--- config.mk ---
export PLATFORM = sky130hd
export DESIGN_NAME = branch_cmp_pht
export DESIGN_NICKNAME = d
export VERILOG_FILES = /design/src/rtl/branch_cmp_pht.sv
export SDC_FILE = /design/constraint.sdc
export NUM_CORES = 1
export LEC_CHECK = 0
export BUFFER_PORTS_ARGS = -buffer_cell sky130_fd_sc_hd__buf_2
export CAP_MARGIN = 30
export CELL_PAD_IN_SITES_DETAIL_PLACEMENT = 2
export CELL_PAD_IN_SITES_GLOBAL_PLACEMENT = 2
export CORE_MARGIN = 1
export CORE_UTILIZATION = 39
export CTS_CLUSTER_DIAMETER = 100
export DETAILED_ROUTE_END_ITERATION = 8
export PLACE_DENSITY_LB_ADDON = 0.1
export SKIP_CTS_REPAIR_TIMING = 1
export SYNTH_ARGS = -nofsm -noshare
export SYNTH_HDL_FRONTEND = slang
export SYNTH_SLANG_ARGS = --single-unit
--- constraint.sdc ---
create_clock -name clk -period 4.7 [get_ports clk]
set_clock_uncertainty 0.1 [all_clocks]
set_input_delay 0.235 -clock clk [delete_from_list [all_inputs] [get_ports clk]]
set_output_delay 0.235 -clock clk [all_outputs]
set_load 0.05 [all_outputs]
--- src/rtl/branch_cmp_pht.sv ---
// D-stage branch comparator with a 2-bit saturating-counter pattern history table.
// Optional build macro BRANCH_STATS_EN adds saturating resolved/mispredict counters.
module branch_cmp_pht #(
    parameter int DATA_W    = 32,
    parameter int PHT_DEPTH = 64,
    parameter int STAT_W    = 16
) (
    input  logic              clk,
    input  logic              reset,
    input  logic [31:0]       lookup_pc,
    output logic              pred_taken,
    input  logic              res_valid,
    input  logic [31:0]       res_pc,
    input  logic              res_pred,
    input  logic [DATA_W-1:0] cmp_in1,
    input  logic [DATA_W-1:0] cmp_in2,
    input  logic [2:0]        br_type,
    output logic              br_true,
    output logic              mispredict,
    output logic [STAT_W-1:0] stat_branches,
    output logic [STAT_W-1:0] stat_miss
);

    localparam int IDX_W = $clog2(PHT_DEPTH);

    typedef enum logic [2:0] {
        BR_BEQ  = 3'b000,
        BR_BGEZ = 3'b001,
        BR_BNE  = 3'b010,
        BR_BLEZ = 3'b011,
        BR_BGTZ = 3'b100,
        BR_BLTZ = 3'b101
    } br_type_e;

    logic [1:0]       r_pht [PHT_DEPTH];
    logic [IDX_W-1:0] w_rd_idx;
    logic [IDX_W-1:0] w_wr_idx;
    logic             w_br_true;
    logic             w_mispredict;
    logic             w_in1_neg;
    logic             w_in1_zero;
    logic             w_in_eq;
    logic             w_unused_pc_bits;

    // Word-aligned PCs: bits [1:0] and everything above the index never select an entry.
    assign w_rd_idx = lookup_pc[IDX_W+1:2];
    assign w_wr_idx = res_pc[IDX_W+1:2];
    assign w_unused_pc_bits = ^{lookup_pc[31:IDX_W+2], lookup_pc[1:0],
                                res_pc[31:IDX_W+2], res_pc[1:0]};

    assign w_in1_neg  = cmp_in1[DATA_W-1];
    assign w_in1_zero = (cmp_in1 == '0);
    assign w_in_eq    = (cmp_in1 == cmp_in2);

    // NOTE: every variable in a combinational block gets a default first, so no path can infer a latch.
    always_comb begin
        w_br_true = 1'b0;
        case (br_type)
            BR_BEQ:  w_br_true = w_in_eq;
            BR_BGEZ: w_br_true = ~w_in1_neg;
            BR_BNE:  w_br_true = ~w_in_eq;
            BR_BLEZ: w_br_true = w_in1_neg | w_in1_zero;
            BR_BGTZ: w_br_true = ~w_in1_neg & ~w_in1_zero;
            BR_BLTZ: w_br_true = w_in1_neg;
            default: w_br_true = 1'b0;
        endcase
    end

    assign w_mispredict = res_valid & (w_br_true ^ res_pred);

    assign br_true    = w_br_true;
    assign mispredict = w_mispredict;
    // Combinational read of the stored value: a same-cycle update is not bypassed.
    assign pred_taken = r_pht[w_rd_idx][1];

    // NOTE: the PHT is a flop array rather than a RAM because reset must set every entry in one
    // cycle; sequential state uses non-blocking assignments only.
    always_ff @(posedge clk) begin
        if (reset) begin
            for (int i = 0; i < PHT_DEPTH; i++) begin
                r_pht[i] <= 2'b01;
            end
        end else if (res_valid) begin
            if (w_br_true) begin
                if (r_pht[w_wr_idx] != 2'b11) r_pht[w_wr_idx] <= r_pht[w_wr_idx] + 2'd1;
            end else begin
                if (r_pht[w_wr_idx] != 2'b00) r_pht[w_wr_idx] <= r_pht[w_wr_idx] - 2'd1;
            end
        end
    end

`ifdef BRANCH_STATS_EN
    localparam logic [STAT_W-1:0] STAT_ONE = {{(STAT_W-1){1'b0}}, 1'b1};

    logic [STAT_W-1:0] r_stat_branches;
    logic [STAT_W-1:0] r_stat_miss;

    // Both counters stick at all-ones instead of wrapping.
    always_ff @(posedge clk) begin
        if (reset) begin
            r_stat_branches <= '0;
            r_stat_miss     <= '0;
        end else begin
            if (res_valid && (r_stat_branches != '1)) r_stat_branches <= r_stat_branches + STAT_ONE;
            if (w_mispredict && (r_stat_miss != '1))  r_stat_miss     <= r_stat_miss + STAT_ONE;
        end
    end

    assign stat_branches = r_stat_branches;
    assign stat_miss     = r_stat_miss;
`else
    assign stat_branches = '0;
    assign stat_miss     = '0;
`endif

endmodule
-- After elaboration in Yosys (flattened, before gate mapping)
Memory sizes are Yosys's and may differ from the RTL's.
Index checks and enable logic that the tools add are counted.
- reductions and logical operators: 4
- mux-type cells: 17
- add/subtract/negate cells: 2
- bitwise logic cells: 8
- equal/unequal tests: 7
- operator list (operator ; count):
    $eq 32x32->1 ; 1
    $logic_not 32->1 ; 1
    $mux 1 ; 13
    $eq 3x2->1 const B ; 2
    $eq 3x3->1 const B ; 2
    $mux 6 ; 1
    $pmux 1 s6 ; 1
    $mux 2 ; 2
    $eq 3x1->1 const B ; 1
    $logic_not 3->1 ; 1
    $not 1->1 ; 3
    $add 2x1->2 const B ; 1
    $and 1x1->1 ; 2
    $ne 2x2->1 const B ; 1
    $or 1x1->1 ; 2
    $reduce_bool 2->1 ; 1
    $reduce_or 2->1 ; 1
    $sub 2x1->2 const B ; 1
    $xor 1x1->1 ; 1
- flip-flop bits (word level): 0
- logic and storage cells: 39
- output and inout bits: 35
- bits in writable memories: 128
- memories: 1
- memories (name ; words ; width ; read ports ; clocked after Yosys merged registers in ; write ports ; line ; source):
    r_pht ; 64 ; 2 ; 2 ; 0 ; 64 ; 35 ; logic [1:0] r_pht [PHT_DEPTH];

-- Depth between registers and ports, before layout
- word-level depth: 11
- depth in mapped cells: 12
- depth with buffers taken out: 8

-- Worst setup path before layout
No wires, ideal clock.
- kind: in2out
- start point: input port lookup_pc[2]
- end point: output port pred_taken
- setup slack: 1.559 ns
- cell stages on the path: 5
- path buffers: 2
- data arrival time: 2.806 ns
- cells stage by stage: clkbuf_1 buf_1 mux4_2 mux4_2 mux4_2
- cells in the longest elaborated chain, start to end: 1
- RTL lines (what ; line ; source):
    start, declared ; 10 ; input logic [31:0] lookup_pc,
    $mem_v2 64x2 ; -- ;
    end, declared ; 11 ; output logic pred_taken,
Every way passes these cells.

==> results.txt <==
- Via count of the first global-routing pass: 7,199
* Routed Antenna Nets: 0
* Chip width: 145.1 um
* Clock latency at the later pin of the worst-skew pair: 0.43 ns
- Leakage: 0.003035 uW
- Hold violation count in the final report: 0
- Depth of the CTS H-tree: 4
- Type of the worst setup path: in2reg
* Cell area after technology mapping: 0.007990 mm2
- Count of TritonRoute iterations in the first routing pass: 5
- After detailed routing, the total wire length is 31,500 um.
* Number of standard-cell rows in the floorplan: 51
* Largest register by flop count: r_pht
* Total power per unit cell area: 368.0 mW/mm2
* Setup_tns: 0 ns
- For this run, the post-layout net count is 883.
- Setup violations remaining at the end of the flow were counted as 0.
* Global-route wire length before repair: 47,600 um
* GRT Util Overall: 30.69%
* Achievable frequency: 263.7 MHz
- For this design, the sink count on the clock tree is 128.
- Placeable core region: 0.01978 mm2
- Worst slack after detailed placement: 0.6017 ns
* I/O pin count: 170
- Entering global routing, the biggest net connects 65 pins.
- The initial utilization of the core area, before any placement, comes to 40.39%.
- Portion of synthesized cell area occupied by the leading cell type: 48.11%
- Critical path fanouts, max: 19
* Synth top area cells: sky130_fd_sc_hd__edfxtp_1 (48%), sky130_fd_sc_hd__mux4_2 (7.3%), sky130_fd_sc_hd__nor4_1 (5.7%), sky130_fd_sc_hd__a31o_2 (4.4%), sky130_fd_sc_hd__nand2_1 (3.7%)
- The path class of the tightest hold or removal check is in2reg.
- In this run, synthesis inferred 128 flip-flops with an integrated enable.
- Number of buffer cells added on primary ports: 85
- Dividing the final minimum period by the clock period gives 80.69%.
- Data on the critical path arrives at its endpoint at 3.83 ns.
- Synth Warn #: 0
* Sequential area share after synthesis: 48.11%
- Wire per inst: 30.70 um
- Across all layers, the routed design uses 6,716 vias.
- Primary FF master, synth: sky130_fd_sc_hd__edfxtp_1
- TritonCTS buffer count: 17
* Worst slew pin tran: 1.065 ns
* Cell with the most instances after synthesis: sky130_fd_sc_hd__edfxtp_1
- Setup repair after global routing left no endpoint under its margin.
* Count of different cell masters after synthesis: 56
- No sink is reached through more buffers than the 2 on the longest clock path.
- The total count of max-transition violations in the final report was 0.
* Layout overhead on the synthesized area: 14.42%
- IR analysis of the VDD net gives a maximum drop of 266.8 uV.
* HPWL Detailed: 20,190 um
* Post-synthesis cell count: 695
* Largest regs: r_pht: 128 flops
* PnR worst setup slack: 0.9075 ns
- Clk pin slew, worst setup/hold paths: 0.06 ns
- Clock tree from TritonCTS: done
* Top cells by instance count after synthesis: sky130_fd_sc_hd__edfxtp_1 (128), sky130_fd_sc_hd__nand2_1 (79), sky130_fd_sc_hd__nor4_1 (73), sky130_fd_sc_hd__clkbuf_1 (44), sky130_fd_sc_hd__a31o_2 (40)
- Routability-driven placement congestion ratio: 0.9145
- The die is 145.1 um tall.
* Headroom to the max-slew limit: 28.61%
* Run status: completed
- The post-route netlist has 28.78% of its cells at a drive strength greater than 1.
- Antenna violations before repair: 0
- The worst setup path is captured at a flip-flop.
- For this run the aggregate overflow at the end of global routing stands at 0.
- After detailed routing, the number of remaining DRC violations is 0.
- In the synthesized netlist the async set-or-reset flop fraction comes to 0%.
- Kind of start point of the critical path: primary input
* Average cell area after synthesis: 11.50 um2
- DRC violation total after the first TritonRoute iteration: 552
- The clock period could shrink to 3.793 ns.
- Largest area contributor in the synthesized netlist: sky130_fd_sc_hd__edfxtp_1
* Max_cap viols: 0
* CTS Root Buffer Type: sky130_fd_sc_hd__clkbuf_16
- Number of antenna cells inserted: 0
- Flip-flop count of the largest register, all copies and words added: 128
- Req. time, crit path: 4.73 ns
- The die covers 0.02106 mm2.
- Synthesis inferred 128 register bits.
- In the routed layout, each cell is associated on average with a via count of 6.546.
[critical path, cell delays in order]
cell and delay [ns]:
sky130_fd_sc_hd__buf_2 0.47, sky130_fd_sc_hd__nand2b_1 0.59, sky130_fd_sc_hd__o22a_1 0.21, sky130_fd_sc_hd__o21ai_0 0.17, sky130_fd_sc_hd__a22oi_1 0.43, sky130_fd_sc_hd__nand4_1 0.31, sky130_fd_sc_hd__a211o_1 0.61, sky130_fd_sc_hd__nor2_1 0.64
sky130_fd_sc_hd__nand2_1 0.14
[power breakdown]
group | internal, uW | leakage, uW | switching [uW]
clock | 940 | 0.000304 | 537
sequential | 1280 | 0.00112 | 17.0
combinational | 179 | 0.00161 | 413
[area by class of cell]
cell class | instances | area [um2]
tap | 265 | 331.6
clock inverter | 14 | 212.7
inverter | 3 | 11.26
sequential | 128 | 3844
fill | 2004 | 10640
timing repair buffer | 109 | 643.1
multi-input combinational | 489 | 3671
clock buffer | 18 | 429.2
[logic make-up (layout without fill, tap and decap cells)]
kind of cell / count (synthesis) / after routing / share of synthesized area, %
buf+inv: 109 / 144 / 7.595
compound gates: 136 / 136 / 14.05
flops: 128 / 128 / 48.11
other cells: 1 / 32 / 0.04693
xor+xnor: 34 / 34 / 3.727
mux: 53 / 53 / 10.82
simple gates: 234 / 234 / 15.66
[layout by cell type, fill, tap and decap left out, types with 5 or more instances in the layout]
cell type | netlist | routed
sky130_fd_sc_hd__a21oi_1 | 11 | 11
sky130_fd_sc_hd__a21o_1 | 8 | 8
sky130_fd_sc_hd__mux2i_1 | 23 | 23
sky130_fd_sc_hd__a221oi_1 | 10 | 10
sky130_fd_sc_hd__nand2_1 | 79 | 78
sky130_fd_sc_hd__o22ai_1 | 5 | 5
sky130_fd_sc_hd__nand3_1 | 7 | 7
sky130_fd_sc_hd__o21ai_0 | 5 | 5
sky130_fd_sc_hd__nand2b_1 | 8 | 7
sky130_fd_sc_hd__a221o_1 | 9 | 9
sky130_fd_sc_hd__mux4_2 | 26 | 26
sky130_fd_sc_hd__edfxtp_1 | 128 | 128
sky130_fd_sc_hd__a31o_2 | 40 | 40
sky130_fd_sc_hd__buf_2 | 14 | 85
sky130_fd_sc_hd__nand4_1 | 10 | 10
sky130_fd_sc_hd__xnor2_1 | 33 | 33
sky130_fd_sc_hd__a31o_1 | 8 | 8
sky130_fd_sc_hd__a22oi_1 | 11 | 11
sky130_fd_sc_hd__a41o_1 | 8 | 8
sky130_fd_sc_hd__buf_4 | 32 | 21
sky130_fd_sc_hd__nor2_1 | 22 | 22
sky130_fd_sc_hd__conb_1 | 1 | 32
sky130_fd_sc_hd__bufinv_16 | 0 | 5
sky130_fd_sc_hd__clkbuf_16 | 0 | 17
sky130_fd_sc_hd__nor4_1 | 73 | 73
sky130_fd_sc_hd__and3b_1 | 5 | 5
[per-stage QoR]
stage          util, %  std cells  power, uW  cell area, um2  hold WS, ns
5_1_grt          46.22       1026       3438            9143       0.4245
3_5_place_dp     42.97        994       1898            8501       0.8062
6_report         46.22       1026       3365            9143       0.4312
2_1_floorplan        -        726       1729            8107       0.5886
3_3_place_gp     42.97        994       1882            8501       0.7891
4_1_cts          46.22       1026       3370            9143       0.4005
[worst paths after layout]
kind,from,end,slack [ns],cells past startpoint
worst max-delay path,res_pc[3],r_pht[7][0]$_SDFFCE_PN1P_,0.91,9
worst min-delay path,res_pc[6],r_pht[18][0]$_SDFFCE_PN1P_,0.43,2
worst max register to register,r_pht[48][1]$_SDFFCE_PN0P_,r_pht[7][0]$_SDFFCE_PN1P_,1.24,7
worst min register to register,r_pht[37][1]$_SDFFCE_PN0P_,r_pht[18][1]$_SDFFCE_PN0P_,1.35,7
[layer usage]
layer / GRT usage [%] / vias to the layer above / part of all wire [%]
met5: 0 / - / 0
met4: 13.53 / 0 / 3.9
met2: 51.30 / 355 / 49
met3: 4.937 / 77 / 6.7
met1: 39.15 / 3476 / 40
li1: - / 2808 / -
(Power assumes the default switching activity.)
